### src/rtl/snitch_sb_pkg.sv
// Shared types for the Snitch scoreboard tag controller.
//   tag_t           : scoreboard tag at the default configuration (8 tags)
//   sb_ctrl_state_e : controller FSM state (normal operation / flush scan)
package snitch_sb_pkg;

    localparam int unsigned DefaultNumTags = 8;
    localparam int unsigned DefaultTagW    = $clog2(DefaultNumTags);

    typedef logic [DefaultTagW-1:0] tag_t;

    typedef enum logic {
        IDLE,
        FLUSH
    } sb_ctrl_state_e;

endpackage

### src/rtl/snitch_sb_ipool.sv
// Free-tag pool: a circular FIFO that comes out of reset full, holding the
// values 0..Depth-1 in ascending order with the head at entry 0.
//   clk_i, rst_ni : clock, asynchronous active-low reset
//   push_i        : append push_data_i at the tail
//   pop_i         : drop the head entry (pop_data_o is the current head)
//   empty_o/full_o: occupancy flags from the pool's own usage count
module snitch_sb_ipool
    import snitch_sb_pkg::*;
#(
    parameter int unsigned Depth = 8,
    parameter int unsigned W     = $clog2(Depth)
) (
    input  logic         clk_i,
    input  logic         rst_ni,
    input  logic         push_i,
    input  logic [W-1:0] push_data_i,
    input  logic         pop_i,
    output logic [W-1:0] pop_data_o,
    output logic         empty_o,
    output logic         full_o
);

    logic [W-1:0] mem_q [Depth];
    logic [W-1:0] head_q, tail_q;
    logic [W:0]   cnt_q;

    always_ff @(posedge clk_i or negedge rst_ni) begin
        if (!rst_ni) begin
            for (int unsigned i = 0; i < Depth; i++) begin
                mem_q[i] <= W'(i);
            end
            head_q <= '0;
            tail_q <= '0;
            cnt_q  <= (W+1)'(Depth);
        end else begin
            if (push_i) begin
                mem_q[tail_q] <= push_data_i;
                tail_q        <= tail_q + W'(1);
            end
            if (pop_i) begin
                head_q <= head_q + W'(1);
            end
            cnt_q <= cnt_q + (W+1)'(push_i) - (W+1)'(pop_i);
        end
    end

    assign pop_data_o = mem_q[head_q];
    assign empty_o    = (cnt_q == '0);
    assign full_o     = (cnt_q == (W+1)'(Depth));

endmodule

### src/rtl/snitch_sb_tag_ctrl.sv
// Scoreboard tag controller: hands out free tags to NumReq requesters via a
// round-robin arbiter (one grant per cycle), tracks in-flight tags, takes
// retired tags back and runs a NumTags-cycle flush scan reclaiming all tags.
//   req_valid_i/req_ready_o/req_tag_o : allocation handshake, one-hot grant
//   retire_valid_i/retire_tag_i       : tag return
//   flush_i/flush_busy_o              : flush request / scan in progress
//   free_cnt_o, inflight_o            : pool occupancy and in-flight mask
//   err_double_free_o                 : pulse after a retire of a free tag
module snitch_sb_tag_ctrl
    import snitch_sb_pkg::*;
#(
    parameter int unsigned NumTags = 8,
    parameter int unsigned NumReq  = 2,
    parameter int unsigned TagW    = $clog2(NumTags)
) (
    input  logic               clk_i,
    input  logic               rst_ni,
    input  logic [NumReq-1:0]  req_valid_i,
    output logic [NumReq-1:0]  req_ready_o,
    output logic [TagW-1:0]    req_tag_o,
    input  logic               retire_valid_i,
    input  logic [TagW-1:0]    retire_tag_i,
    input  logic               flush_i,
    output logic               flush_busy_o,
    output logic [TagW:0]      free_cnt_o,
    output logic [NumTags-1:0] inflight_o,
    output logic               err_double_free_o
);

    localparam int unsigned RrW = (NumReq > 1) ? $clog2(NumReq) : 1;

    sb_ctrl_state_e     state_q, state_d;
    logic [TagW-1:0]    idx_q, idx_d;
    logic [RrW-1:0]     rr_q, rr_d;
    logic [NumTags-1:0] inflight_q, inflight_d;
    logic [TagW:0]      free_cnt_q, free_cnt_d;
    logic               err_q, err_d;

    logic               pool_push, pool_pop, pool_empty, pool_full;
    logic [TagW-1:0]    pool_push_tag, pool_head;

    logic [NumReq-1:0]  gnt;
    logic               gnt_found;
    logic [RrW-1:0]     gnt_idx;
    logic [RrW-1:0]     cand;
    logic               grant_en;

    snitch_sb_ipool #(
        .Depth (NumTags),
        .W     (TagW)
    ) i_pool (
        .clk_i       (clk_i),
        .rst_ni      (rst_ni),
        .push_i      (pool_push),
        .push_data_i (pool_push_tag),
        .pop_i       (pool_pop),
        .pop_data_o  (pool_head),
        .empty_o     (pool_empty),
        .full_o      (pool_full)
    );

    // Rotate-priority search starting at the round-robin pointer.
    always_comb begin
        gnt       = '0;
        gnt_found = 1'b0;
        gnt_idx   = '0;
        cand      = '0;
        for (int unsigned off = 0; off < NumReq; off++) begin
            cand = RrW'((32'(rr_q) + off) % NumReq);
            if (!gnt_found && req_valid_i[cand]) begin
                gnt[cand] = 1'b1;
                gnt_found = 1'b1;
                gnt_idx   = cand;
            end
        end
    end

    // Grant only depends on registered pool state, never on retire_*, so a
    // retired tag becomes grantable one cycle later at the earliest.
    assign grant_en  = (state_q == IDLE) && !flush_i && !pool_empty;
    assign req_tag_o = pool_head;

    always_comb begin
        state_d       = state_q;
        idx_d         = idx_q;
        rr_d          = rr_q;
        inflight_d    = inflight_q;
        err_d         = 1'b0;
        pool_push     = 1'b0;
        pool_push_tag = retire_tag_i;
        pool_pop      = 1'b0;
        req_ready_o   = '0;

        unique case (state_q)
            IDLE: begin
                if (grant_en) begin
                    req_ready_o = gnt;
                    if (gnt_found) begin
                        pool_pop              = 1'b1;
                        inflight_d[pool_head] = 1'b1;
                        rr_d = RrW'((32'(gnt_idx) + 1) % NumReq);
                    end
                end
                // Legality uses the in-flight mask at cycle start, so retiring
                // the tag being granted this very cycle counts as a double free.
                if (retire_valid_i) begin
                    if (inflight_q[retire_tag_i]) begin
                        pool_push                = 1'b1;
                        inflight_d[retire_tag_i] = 1'b0;
                    end else begin
                        err_d = 1'b1;
                    end
                end
                if (flush_i) begin
                    state_d = FLUSH;
                    idx_d   = '0;
                end
            end
            FLUSH: begin
                if (inflight_q[idx_q]) begin
                    pool_push         = 1'b1;
                    pool_push_tag     = idx_q;
                    inflight_d[idx_q] = 1'b0;
                end
                idx_d = idx_q + TagW'(1);
                if (idx_q == TagW'(NumTags - 1)) begin
                    state_d = IDLE;
                end
            end
            default: state_d = IDLE;
        endcase

        free_cnt_d = free_cnt_q + (TagW+1)'(pool_push) - (TagW+1)'(pool_pop);
    end

    always_ff @(posedge clk_i or negedge rst_ni) begin
        if (!rst_ni) begin
            state_q    <= IDLE;
            idx_q      <= '0;
            rr_q       <= '0;
            inflight_q <= '0;
            free_cnt_q <= (TagW+1)'(NumTags);
            err_q      <= 1'b0;
        end else begin
            state_q    <= state_d;
            idx_q      <= idx_d;
            rr_q       <= rr_d;
            inflight_q <= inflight_d;
            free_cnt_q <= free_cnt_d;
            err_q      <= err_d;
        end
    end

    assign flush_busy_o      = (state_q == FLUSH);
    assign free_cnt_o        = free_cnt_q;
    assign inflight_o        = inflight_q;
    assign err_double_free_o = err_q;

    // A tag can only be legally returned while it is in flight, so the pool
    // cannot be full at that moment.
    a_no_push_when_full : assert property (
        @(posedge clk_i) disable iff (!rst_ni) !(pool_push && pool_full && !pool_pop)
    );

endmodule

### config.mk
export PLATFORM = sky130hd
export DESIGN_NAME = snitch_sb_tag_ctrl
export DESIGN_NICKNAME = d
export VERILOG_FILES = /design/src/rtl/snitch_sb_pkg.sv /design/src/rtl/snitch_sb_ipool.sv /design/src/rtl/snitch_sb_tag_ctrl.sv
export SDC_FILE = /design/constraint.sdc
export NUM_CORES = 1
export LEC_CHECK = 0
export BUFFER_PORTS_ARGS = -buffer_cell sky130_fd_sc_hd__buf_2
export CAP_MARGIN = 20
export CORE_UTILIZATION = 30
export CTS_CLUSTER_SIZE = 28
export DETAILED_ROUTE_END_ITERATION = 10
export PLACE_DENSITY_LB_ADDON = 0.2
export SLEW_MARGIN = 20
export SYNTH_ARGS = -nofsm -noshare
export SYNTH_HDL_FRONTEND = slang
export SYNTH_HIERARCHICAL = 1
export SYNTH_SLANG_ARGS = --single-unit
export TNS_END_PERCENT = 100
### constraint.sdc
create_clock -name clk_i -period 7 [get_ports clk_i]
set_input_delay 0.7 -clock clk_i [delete_from_list [all_inputs] [get_ports clk_i]]
set_output_delay 0.7 -clock clk_i [all_outputs]
set_load 0.01 [all_outputs]
After elaboration in Yosys (flattened, before gate mapping)
Index checks and enable logic that the tools add are counted.
{"block": "word_totals", "ff_bits": 52, "inputBits": 9, "out_inout_bits": 19, "wordCells": 121}
{"block": "op_classes", "n_addsub": 9, "magnitude_cmp": 13, "n_eq_ne": 3, "mux": 56, "n_bitwise": 9, "n_reduce_logical": 14}
{"operator": "8-bit 2-to-1 mux", "count": 6}
{"operator": "1-bit 2-to-1 mux", "count": 26}
{"operator": "24-bit bitwise mux", "count": 1}
{"operator": "3-bit 2-to-1 mux", "count": 6}
{"operator": "8-bit bitwise AND", "count": 2}
{"operator": "8-bit inverter", "count": 2}
{"operator": "8-bit case mux with 2 select lines", "count": 1}
{"operator": "3-bit by 4-bit less-than comparator with 1-bit output, second input constant", "count": 3}
{"operator": "3-bit by 1-bit adder with 3-bit output, second input constant", "count": 3}
{"operator": "3-bit binary-select mux with 3-bit select", "count": 1}
{"operator": "1-bit demux with 3-bit select", "count": 3}
{"operator": "3-bit demux with 3-bit select", "count": 1}
{"operator": "3-bit by 1-bit greater-or-equal comparator with 1-bit output, second input constant", "count": 3}
{"operator": "1-bit logical AND", "count": 9}
{"operator": "4-bit by 1-bit adder with 4-bit output", "count": 2}
{"operator": "4-bit greater-or-equal comparator, second input constant", "count": 2}
{"operator": "2-bit 2-to-1 mux", "count": 4}
{"operator": "3-bit inverter with 4-bit output", "count": 2}
{"operator": "8-bit bitwise OR", "count": 1}
{"operator": "4-bit by 1-bit subtractor with 4-bit output", "count": 2}
{"operator": "1-bit binary-select mux with 3-bit select", "count": 2}
{"operator": "3-bit case mux with 2 select lines", "count": 1}
{"operator": "4-bit zero test", "count": 1}
{"operator": "1-bit by 2-bit less-than comparator with 1-bit output, second input constant", "count": 2}
{"operator": "other kinds (12)", "count": 18}

Logic depth before layout (Yosys ltp)
Gate-level depths: netlist of the first run.
{"block": "logic_depth", "word_depth": 16, "ltp_mapped": 11, "depth_no_buf": 11}

Cells and area by module
The synthesis of the first run kept the hierarchy.
{"mod": "snitch_sb_ipool", "instances": 1, "cells_per_inst": 111, "area_per_inst_um2": 1686.6, "seq_area_each_um2": 867.1}
{"mod": "snitch_sb_tag_ctrl", "instances": 1, "cells_per_inst": 135, "area_per_inst_um2": 1322.5, "seq_area_each_um2": 451.7}

Least setup slack after synthesis of the first run
OpenSTA, ideal clock, no wires.
{"block": "synth_path", "path_type": "input -> register", "start": "in retire_tag_i[0]", "end": "reg free_cnt_q[2] (netlist: free_cnt_o[2])", "setup_ps": 123, "t_arrival_ps": 2644, "required_time_ps": 6877, "slack_ps": 4234, "stages": 11, "n_path_buf": 1, "cell_sequence": "buf_2 > or3b_2 > o211ai_1 > a21o_1 > a21boi_0 > ha_1 > inv_1 > ha_1 > inv_1 > fa_1 > xnor2_1"}
{"block": "synth_between", "elab_chain_cells": 7}
{"element": "start, declared", "line": "snitch_sb_tag_ctrl.sv:22", "source": "input logic [TagW-1:0] retire_tag_i,"}
{"element": "1-bit binary-select mux with 3-bit select", "line": "snitch_sb_tag_ctrl.sv:107", "source": "if (inflight_q[retire_tag_i]) begin"}
{"element": "1-bit 2-to-1 mux (not written as such)", "line": "snitch_sb_tag_ctrl.sv:107"}
{"element": "1-bit 2-to-1 mux", "line": "snitch_sb_tag_ctrl.sv:107"}
{"element": "1-bit 2-to-1 mux", "line": "snitch_sb_tag_ctrl.sv:106", "source": "if (retire_valid_i) begin"}
{"element": "1-bit case mux with 2 select lines", "line": "snitch_sb_tag_ctrl.sv:94", "source": "unique case (state_q)"}
{"element": "4-bit by 1-bit adder with 4-bit output", "line": "snitch_sb_tag_ctrl.sv:133", "source": "free_cnt_d = free_cnt_q + (TagW+1)'(pool_push) - (TagW+1)'(pool_pop);"}
{"element": "4-bit by 1-bit subtractor with 4-bit output", "line": "snitch_sb_tag_ctrl.sv:133"}
{"element": "named net free_cnt_d[2]", "line": "snitch_sb_tag_ctrl.sv:36", "source": "logic [TagW:0] free_cnt_q, free_cnt_d;"}
{"element": "end signal, assigned", "line": "snitch_sb_tag_ctrl.sv:142", "source": "free_cnt_q <= (TagW+1)'(NumTags);"}
{"element": "end signal, assigned", "line": "snitch_sb_tag_ctrl.sv:149", "source": "free_cnt_q <= free_cnt_d;"}
{"element": "end, declared", "line": "snitch_sb_tag_ctrl.sv:36"}
The timed path passes the listed nets, and every way through them passes these cells. The select of a mux whose other input is x is not followed.
A chain may end at the register's enable or synchronous reset.

Worst setup path after layout of the first run
{"block": "layout_path", "start": "reg i_pool.cnt_q[3]", "end": "reg free_cnt_q[2] (netlist: free_cnt_o[2])"}
{"block": "layout_between", "elab_chain_cells": 6}
{"element": "start, declared", "line": "snitch_sb_ipool.sv:25", "source": "logic [W:0] cnt_q;"}
{"element": "start signal, assigned", "line": "snitch_sb_ipool.sv:34", "source": "cnt_q <= (W+1)'(Depth);"}
{"element": "start signal, assigned", "line": "snitch_sb_ipool.sv:43", "source": "cnt_q <= cnt_q + (W+1)'(push_i) - (W+1)'(pop_i);"}
{"element": "4-bit zero test", "line": "snitch_sb_ipool.sv:48", "source": "assign empty_o = (cnt_q == '0);"}
{"element": "named net pool_empty", "line": "snitch_sb_tag_ctrl.sv:39", "source": "logic pool_push, pool_pop, pool_empty, pool_full;"}
{"element": "1-bit zero test", "line": "snitch_sb_tag_ctrl.sv:80", "source": "assign grant_en = (state_q == IDLE) && !flush_i && !pool_empty;"}
{"element": "1-bit logical AND", "line": "snitch_sb_tag_ctrl.sv:80"}
{"element": "1-bit 2-to-1 mux", "line": "snitch_sb_tag_ctrl.sv:96", "source": "if (grant_en) begin"}
{"element": "1-bit 2-to-1 mux", "line": "snitch_sb_tag_ctrl.sv:94"}
{"element": "named net pool_pop", "line": "snitch_sb_tag_ctrl.sv:39"}
{"element": "4-bit by 1-bit subtractor with 4-bit output", "line": "snitch_sb_tag_ctrl.sv:133"}
{"element": "named net free_cnt_d[2]", "line": "snitch_sb_tag_ctrl.sv:36"}
The timed path passes the listed nets, and every way through them passes these cells.

==> results of run 1 <==
## routing by layer
layer,share of wire [%],up-vias,GRT usage [%]
met5,0,-,0
met4,0.83,0,3.30
met3,2.9,5,2.74
met2,46,28,19.5
met1,50,966,18.0
li1,-,945,-
## per-stage QoR
stage	hold slack, ns	util (%)
2_1_floorplan	0.404	-
3_3_place_gp	0.484	33.1
3_5_place_dp	0.488	33.1
4_1_cts	0.510	34.2
5_1_grt	0.528	34.2
6_report	0.498	34.2
## power groups by stage
stage / logic, mW / clock network (mW) / registers, mW
global placement: 0.707 / 0 / 0.621
floorplan: 0.609 / 0 / 0.546
detailed placement: 0.715 / 0 / 0.623
global route: 0.785 / 0.229 / 0.641
CTS: 0.718 / 0.215 / 0.618
finish: 0.705 / 0.204 / 0.615
## state kept, by name, indices dropped and copies added, names as in the netlist, named ones only
name               cells
idx_q                  3
free_cnt_o             4
err_double_free_o      1
i_pool/head_q          3
inflight_o             8
i_pool/tail_q          3
i_pool/cnt_q           4
i_pool/mem_q          24
flush_busy_o           1
## final cells by class
| cell class | instances | share of cell area [%] |
|---|---|---|
| clock buffer | 6 | 2.18 |
| clock inverter | 2 | 1.05 |
| inverter | 16 | 1.81 |
| multi-input combinational | 164 | 46.0 |
| sequential | 52 | 39.7 |
| tap | 133 | 5.01 |
| timing repair buffer | 28 | 4.29 |
## worst max path at each step
| stage | end | slack (ns) | cells after the start |
|---|---|---|---|
| 5_1_grt | free_cnt_o[2] | 4.00 | 11 |
| 3_5_place_dp | free_cnt_o[2] | 4.06 | 11 |
| 6_report | free_cnt_o[2] | 4.13 | 11 |
| 3_3_place_gp | free_cnt_o[2] | 4.08 | 11 |
| 4_1_cts | free_cnt_o[2] | 4.11 | 11 |
| 2_1_floorplan | free_cnt_o[2] | 4.23 | 11 |
## worst max-delay path, cell delays in order, from the launching register on
cell	delay, ns
dfstp_2	0.53
inv_1	0.04
ha_1	0.17
and3_1	0.20
or3_4	0.37
nor2_2	0.38
ha_1	0.31
inv_1	0.06
ha_1	0.15
inv_1	0.05
fa_1	0.38
xnor2_1	0.13
==> flow_metrics.env, run 1 <==
export IMPL_clk_pin_slew_ns=0.10
export IMPL_preCtsSetupSlack_ns=4.06
export IMPL_tightest_slew_ns=0.674
export IMPL_multi_input_area_sq_mm=0.00153
export IMPL_synthesis_nets=268
export IMPL_layout_commonest_cell="dfrtp_1"
export IMPL_seq_area_sq_mm=0.00132
export IMPL_core_area_sq_mm=0.00973
export IMPL_area_growth_pct=11.2
export IMPL_hold_viol_final=0
export IMPL_place_hpwl_microns=4450
export IMPL_min_path_type="input pin to async pin"
export IMPL_final_cell_mix="38 x dfrtp_1, 32 x mux2_2, 27 x buf_2, 16 x inv_1"
export IMPL_pwr_share_comb_pct=46.2
export IMPL_detailed_place_area_sq_mm=0.00322
export IMPL_numCtsBuffers=5
export IMPL_stdcell_area_sq_mm=0.00332
export IMPL_swShare_pct=38.3
export IMPL_layout_drive_gt1_share_pct=35.8
export IMPL_finalSetupViolations=0
export IMPL_ctsHoldBuffers=0
export IMPL_reg2reg_depth=11
export IMPL_crit_type="flop to flop"
export IMPL_p_sw_mw=0.583
export IMPL_cts_buffer_depth=2
export IMPL_cp_max_fo=7
export IMPL_violations="design-rule violations"
export IMPL_start_util_pct=30.7
export IMPL_cp_required_ns=7.20
export IMPL_cts_tree="built"
export IMPL_n_antenna_cell=0
export IMPL_p_int_mw=0.940
export IMPL_clock_sinks=52
export IMPL_finalNetCount=291
export IMPL_ys_warn_count=6
export IMPL_fillCellCount=999
export IMPL_drt_pass1_iterations=7
export IMPL_clk_latency_ns=0.30
export IMPL_vias=1944
export IMPL_ant_nets=0
export IMPL_io_pins=28
export IMPL_reg2reg_setup_slack_ns=4.13
export IMPL_period_needed_ns=2.87
export IMPL_p_per_area_mw_per_mm2=458
export IMPL_htree_levels=2
export IMPL_grt_pass1_wl_microns=9920
export IMPL_max_slew_margin_rel_pct=55.0
export IMPL_finClkSkew_ns=0.0103
export IMPL_power_mw=1.52
export IMPL_cts_root_buffer="clkbuf_8"
export IMPL_max_freq_mhz=349
export IMPL_die_h_microns=102
export IMPL_status="finished, violations left"
export IMPL_grt_overflow_total=0
export IMPL_syn_area_sq_mm=0.00299
export IMPL_instances_no_fill=401
export IMPL_die_x_microns=102
export IMPL_post_cts_setup_buffer_count=0
export IMPL_rsz0062_at_grt="no"
export IMPL_peakVddDrop_mv=0.118
export IMPL_seqPwrFrac_pct=40.4
export IMPL_start_kind="flop"
export IMPL_drv_cap=0
export IMPL_io_buffers=27
export IMPL_place_gp_congestion=0.811
export IMPL_ctsResizeCount=0
export IMPL_tns_ns=0
export IMPL_gr_usage_all_layers_pct=12.6
export IMPL_critPathLaunch="i_pool/cnt_q[3]"
export IMPL_end_kind="flop"
export IMPL_drt_drc_violations_left=1
export IMPL_arrival_ns=3.07
export IMPL_leakagePower_nw=1.47
export IMPL_dp_cells=393
export IMPL_rows=36
export IMPL_grt_max_degree=53
export IMPL_drt_wl_total_microns=6150
export IMPL_timing_rr_start="i_pool/cnt_q[3]"
export IMPL_dieArea_sq_mm=0.0104
export IMPL_reg2reg_to="free_cnt_o[2]"
export IMPL_finalMaxSlewViolations=0
export IMPL_synth_cells=244
export IMPL_drtIter0Drc=66
export IMPL_finalWorstSetupSlack_ns=4.13
export IMPL_via_per_inst=4.85
export IMPL_first_global_vias=1825
export IMPL_clkPwrFrac_pct=13.4
export IMPL_fin_crit_sh_pct=41.0
export IMPL_avgRoutedWirePerCell_microns=15.3
export IMPL_syn_area_per_cell_sq_um=12.3
export IMPL_antenna_found_initial=0
No activity file was read; power rests on OpenSTA's default activity.
==> run 2, diff against run 1 <==
Clock period 7 ns to 2.6 ns, I/O delays scaled along.
==> flow_metrics.env, run 2 (same netlist as run 1, synthesis figures left out) <==
export IMPL_crit_type="flop to flop"
export IMPL_hold_ws_ns=0.184
export IMPL_n_antenna_cell=0
export IMPL_violations="design-rule violations"
export IMPL_peakVddDrop_mv=0.456
export IMPL_rsz0062_at_grt="yes"
export IMPL_period_needed_ns=2.52
export IMPL_cts_root_buffer="clkbuf_8"
export IMPL_reg2reg_to="free_cnt_o[2]"
export IMPL_timing_rr_start="inflight_o[2]"
export IMPL_p_sw_mw=1.61
export IMPL_critPathMaxStageDelay_ns=0.46
export IMPL_slowest_stage="dfrtp_1"
export IMPL_start_util_pct=30.7
export IMPL_holdCritStartpoint="req_valid_i[1]"
export IMPL_preCtsSetupSlack_ns=0.0410
export IMPL_grt_overflow_total=0
export IMPL_clk_latency_ns=0.30
export IMPL_hold_viol_final=0
export IMPL_tns_ns=0
export IMPL_core_area_sq_mm=0.00973
export IMPL_cp_required_ns=2.79
export IMPL_area_growth_pct=16.3
export IMPL_hold_path_depth=2
export IMPL_grt_max_degree=24
export IMPL_via_per_inst=4.85
export IMPL_numCtsBuffers=5
export IMPL_largest_register="i_pool/mem_q"
export IMPL_vias=2036
export IMPL_layout_drive_gt1_share_pct=40.4
export IMPL_io_buffers=27
export IMPL_final_cell_mix="37 x dfrtp_1, 32 x mux2_2, 27 x buf_2, 19 x buf_4, 16 x inv_1"
export IMPL_p_int_mw=2.64
export IMPL_grt_pass1_wl_microns=10900
export IMPL_start_kind="flop"
export IMPL_clkPwrFrac_pct=12.9
export IMPL_cts_buffer_depth=2
export IMPL_crit_buf_inv=2
export IMPL_crit_family="adder cells"
export IMPL_p_per_area_mw_per_mm2=1220
export IMPL_first_global_vias=2032
export IMPL_max_slew_margin_rel_pct=57.8
export IMPL_finClkSkew_ns=0.00756
export IMPL_die_h_microns=102
export IMPL_arrival_ns=2.71
export IMPL_avgRoutedWirePerCell_microns=15.7
export IMPL_cp_common_cell="inv_1"
export IMPL_io_pins=28
export IMPL_finalNetCount=310
export IMPL_leakagePower_nw=1.56
export IMPL_finalWorstSetupSlack_ns=0.0834
export IMPL_crit_chain="or3b_2, o211ai_1, a21o_1, a21boi_0, ha_1, inv_1, ha_2, inv_1, fa_1, xnor2_1"
export IMPL_drv_cap=0
export IMPL_largest_reg_flops=24
export IMPL_reg2reg_depth=10
export IMPL_max_freq_mhz=397
export IMPL_layout_commonest_cell="dfrtp_1"
export IMPL_ant_nets=0
export IMPL_drtIter0Drc=102
export IMPL_die_x_microns=102
export IMPL_clk_pin_slew_ns=0.09
export IMPL_place_gp_congestion=0.815
export IMPL_drt_pass1_iterations=7
export IMPL_pwr_share_comb_pct=49.6
export IMPL_seqPwrFrac_pct=37.5
export IMPL_antenna_found_initial=0
export IMPL_status="finished, violations left"
export IMPL_htree_levels=2
export IMPL_tightest_slew_ns=0.632
export IMPL_place_hpwl_microns=4980
export IMPL_reg2reg_setup_slack_ns=0.08
export IMPL_finalMaxSlewViolations=0
export IMPL_drt_wl_total_microns=6580
export IMPL_drt_drc_violations_left=1
export IMPL_cts_tree="built"
export IMPL_clock_sinks=52
export IMPL_end_kind="flop"
export IMPL_dieArea_sq_mm=0.0104
export IMPL_rows=36
export IMPL_gr_usage_all_layers_pct=13.8
export IMPL_swShare_pct=37.8
export IMPL_min_path_type="input pin to flop"
export IMPL_fin_crit_sh_pct=96.8
export IMPL_cp_max_fo=5
export IMPL_finalSetupViolations=0
run 2: worst max path at each step:
stage | from | end | slack [ns] | cells past startpoint
3_5_place_dp | i_pool/cnt_q[3] | free_cnt_o[2] | 0.04 | 11
4_1_cts | i_pool/cnt_q[3] | free_cnt_o[2] | 0.03 | 11
5_1_grt | i_pool/cnt_q[3] | free_cnt_o[2] | -0.04 | 11
3_3_place_gp | i_pool/cnt_q[3] | free_cnt_o[2] | 0.12 | 11
2_1_floorplan | i_pool/cnt_q[3] | free_cnt_o[2] | 0.01 | 11
6_report | inflight_o[2] | free_cnt_o[2] | 0.08 | 10
run 2: final cells by class:
class	count	area (sq um)
clock buffers	6	72.6
flip-flops and latches	52	1320
fillers	1013	6250
inverters	16	60.1
multi-input cells	164	1540
well taps	133	166
repair buffers	47	288
clock inverters	2	35.0
run 2: timing repair:
action / 4_1_cts / 5_1_grt
setup endpoints to repair: 0 / 5
hold buffers: 1 / 0
setup buffers: 0 / 1
gates resized for setup: 0 / 3
endpoints found under the hold margin: 9 / 0
run 2: metal layers:
| metal | up-vias | wire length, microns | GRT usage, % |
|---|---|---|---|
| met5 | - | 0 | 0 |
| li1 | 979 | - | - |
| met4 | 0 | 93 | 4.18 |
| met2 | 48 | 3040 | 21.4 |
| met1 | 1003 | 3200 | 19.8 |
| met3 | 6 | 250 | 2.19 |
run 2: stage by stage:
stage	instance area [sq um]	utilization, %	instances	power [mW]
detailed placement	3340	34.4	410	3.74
global placement	3340	34.4	410	3.70
global route	3480	35.8	420	4.63
floorplan	2990	-	244	3.11
finish	3480	35.8	420	4.25
CTS	3460	35.6	419	4.31
run 2: power by group through the flow:
stage	Sequential [mW]	Clock, mW	Combinational [mW]
2_1_floorplan	1.47	0	1.64
3_3_place_gp	1.60	0	2.10
3_5_place_dp	1.62	0	2.12
4_1_cts	1.60	0.578	2.14
5_1_grt	1.66	0.608	2.36
6_report	1.60	0.548	2.11
run 2: worst reg2reg max path, cell delays in order (launching register included):
cell	delay (ns)
dfrtp_1	0.46
or3b_2	0.46
o211ai_1	0.11
a21o_1	0.17
a21boi_0	0.11
ha_1	0.31
inv_1	0.07
ha_2	0.17
inv_1	0.05
fa_1	0.38
xnor2_1	0.14
==> run 3, diff against run 2 <==
Settings changed: HOLD_SLACK_MARGIN set to 0.15.
Clock period 2.6 ns to 3.1 ns, I/O delays scaled along.
==> flow_metrics.env, run 3 (same netlist as run 1, synthesis figures left out) <==
export IMPL_htree_levels=2
export IMPL_reg2reg_setup_slack_ns=0.41
export IMPL_max_slew_margin_rel_pct=65.1
export IMPL_start_kind="flop"
export IMPL_cp_required_ns=3.30
export IMPL_drt_wl_total_microns=6240
export IMPL_die_h_microns=102
export IMPL_area_growth_pct=12.7
export IMPL_pwr_share_comb_pct=46.4
export IMPL_min_path_type="input pin to flop"
export IMPL_cts_root_buffer="clkbuf_8"
export IMPL_cp_max_fo=5
export IMPL_reg2reg_depth=11
export IMPL_largest_register="i_pool/mem_q"
export IMPL_final_cell_mix="38 x dfrtp_1, 32 x mux2_2, 27 x buf_2, 16 x inv_1"
export IMPL_drtIter0Drc=70
export IMPL_core_area_sq_mm=0.00973
export IMPL_avgRoutedWirePerCell_microns=15.4
export IMPL_numCtsBuffers=5
export IMPL_grt_max_degree=40
export IMPL_gr_usage_all_layers_pct=13.5
export IMPL_end_kind="flop"
export IMPL_grt_util_met2_pct=22.5
export IMPL_p_sw_mw=1.33
export IMPL_place_hpwl_microns=4600
export IMPL_die_x_microns=102
export IMPL_final_core_util_pct=34.6
export IMPL_clock_sinks=52
export IMPL_io_buffers=27
export IMPL_layout_commonest_cell="dfrtp_1"
export IMPL_fillCellCount=1008
export IMPL_p_int_mw=2.16
export IMPL_clk_pin_slew_ns=0.10
export IMPL_tns_ns=0
export IMPL_antenna_found_initial=0
export IMPL_fin_crit_sh_pct=86.8
export IMPL_place_gp_congestion=0.794
export IMPL_clkPwrFrac_pct=14.3
export IMPL_grt_pass1_wl_microns=10700
export IMPL_status="finished, final reports clean"
export IMPL_crit_type="flop to flop"
export IMPL_layout_drive_gt1_share_pct=36.8
export IMPL_seqPwrFrac_pct=39.3
export IMPL_io_pins=28
export IMPL_stdcell_area_sq_mm=0.00337
export IMPL_cts_buffer_depth=2
export IMPL_swShare_pct=38.2
export IMPL_start_util_pct=30.7
export IMPL_hold_viol_final=0
export IMPL_grt_overflow_total=0
export IMPL_peakVddDrop_mv=0.330
export IMPL_cts_tree="built"
export IMPL_finalSetupViolations=0
export IMPL_finClkSkew_ns=0.00975
export IMPL_crit_path_end="free_cnt_o[2]"
export IMPL_dieArea_sq_mm=0.0104
export IMPL_clk_latency_ns=0.31
export IMPL_period_needed_ns=2.69
export IMPL_max_freq_mhz=372
export IMPL_reg2reg_to="free_cnt_o[2]"
export IMPL_timing_rr_start="i_pool/cnt_q[3]"
export IMPL_via_per_inst=4.82
export IMPL_grt_use_met1_pct=17.5
export IMPL_hold_ws_ns=0.239
export IMPL_rows=36
export IMPL_drv_cap=0
export IMPL_ant_nets=0
export IMPL_arrival_ns=2.89
export IMPL_vias=1952
export IMPL_rsz0062_at_grt="no"
export IMPL_critPathLaunch="i_pool/cnt_q[3]"
export IMPL_use_met3_pct=2.39
export IMPL_post_cts_setup_buffer_count=0
export IMPL_drt_pass1_iterations=4
export IMPL_detailed_place_area_sq_mm=0.00324
export IMPL_n_antenna_cell=0
export IMPL_power_mw=3.49
export IMPL_leakagePower_nw=1.49
export IMPL_finalNetCount=295
export IMPL_largest_reg_flops=24
export IMPL_p_per_area_mw_per_mm2=1040
export IMPL_tightest_slew_ns=0.522
export IMPL_finalMaxSlewViolations=0
export IMPL_first_global_vias=2062
export IMPL_top_usage_layer="met2"
export IMPL_drt_drc_violations_left=0
## run 3: cell count changes in the layout (fill, tap and decap cells not counted), sizes merged
cell	delta
buf	-15
## run 3: power groups by stage
stage | combinational [mW] | clock, mW | sequential (mW)
global placement | 1.62 | 0 | 1.39
detailed placement | 1.64 | 0 | 1.39
finish | 1.62 | 0.500 | 1.37
global route | 1.83 | 0.552 | 1.43
floorplan | 1.38 | 0 | 1.23
CTS | 1.65 | 0.524 | 1.37
## run 3: layout make-up
type / count / area, sq um / share of cell area, %
Sequential cell: 52 / 1320 / 39.1
Multi-Input combinational cell: 164 / 1530 / 45.4
Clock inverter: 2 / 38.8 / 1.15
Timing Repair Buffer: 32 / 175 / 5.20
Inverter: 16 / 60.1 / 1.78
Clock buffer: 6 / 82.6 / 2.45
Tap cell: 133 / 166 / 4.94
## run 3: worst min path at each step
| stage | from | endpoint | slack, ns | cells after the start |
|---|---|---|---|---|
| finish | req_valid_i[1] | flop | 0.24 | 2 |
| CTS | req_valid_i[1] | flop | 0.22 | 2 |
| floorplan | rst_ni | async pin | 0.01 | 0 |
| detailed placement | rst_ni | inflight_o[2] | 0.24 | 1 |
| global placement | rst_ni | inflight_o[2] | 0.23 | 1 |
| global route | req_valid_i[1] | flop | 0.23 | 2 |
## run 3: timing repair
item / CTS / global route
hold buffers: 1 / 0
hold endpoints to repair: 11 / 0
resized for setup: 0 / 0
setup endpoints to repair: 0 / 0
## run 3: per-layer routing
layer | vias up | part of all wire [%]
met5 | - | 0
met4 | 0 | 1.7
met3 | 10 | 3.0
met2 | 31 | 47
met1 | 960 | 49
li1 | 951 | -
## run 3: critical path: stages, from the launching register on
cell and delay, ns:
dfstp_2 0.52, inv_1 0.03, ha_1 0.15, and3_1 0.19, or3_4 0.37, nor2_2 0.26
ha_1 0.28, inv_1 0.06, ha_1 0.16, inv_1 0.06, fa_1 0.37, xnor2_1 0.13
## run 3: stage by stage
stage,instances,setup WS [ns]
4_1_cts,405,0.374
6_report,405,0.409
3_5_place_dp,396,0.395
5_1_grt,405,0.251
2_1_floorplan,244,0.513
3_3_place_gp,396,0.403
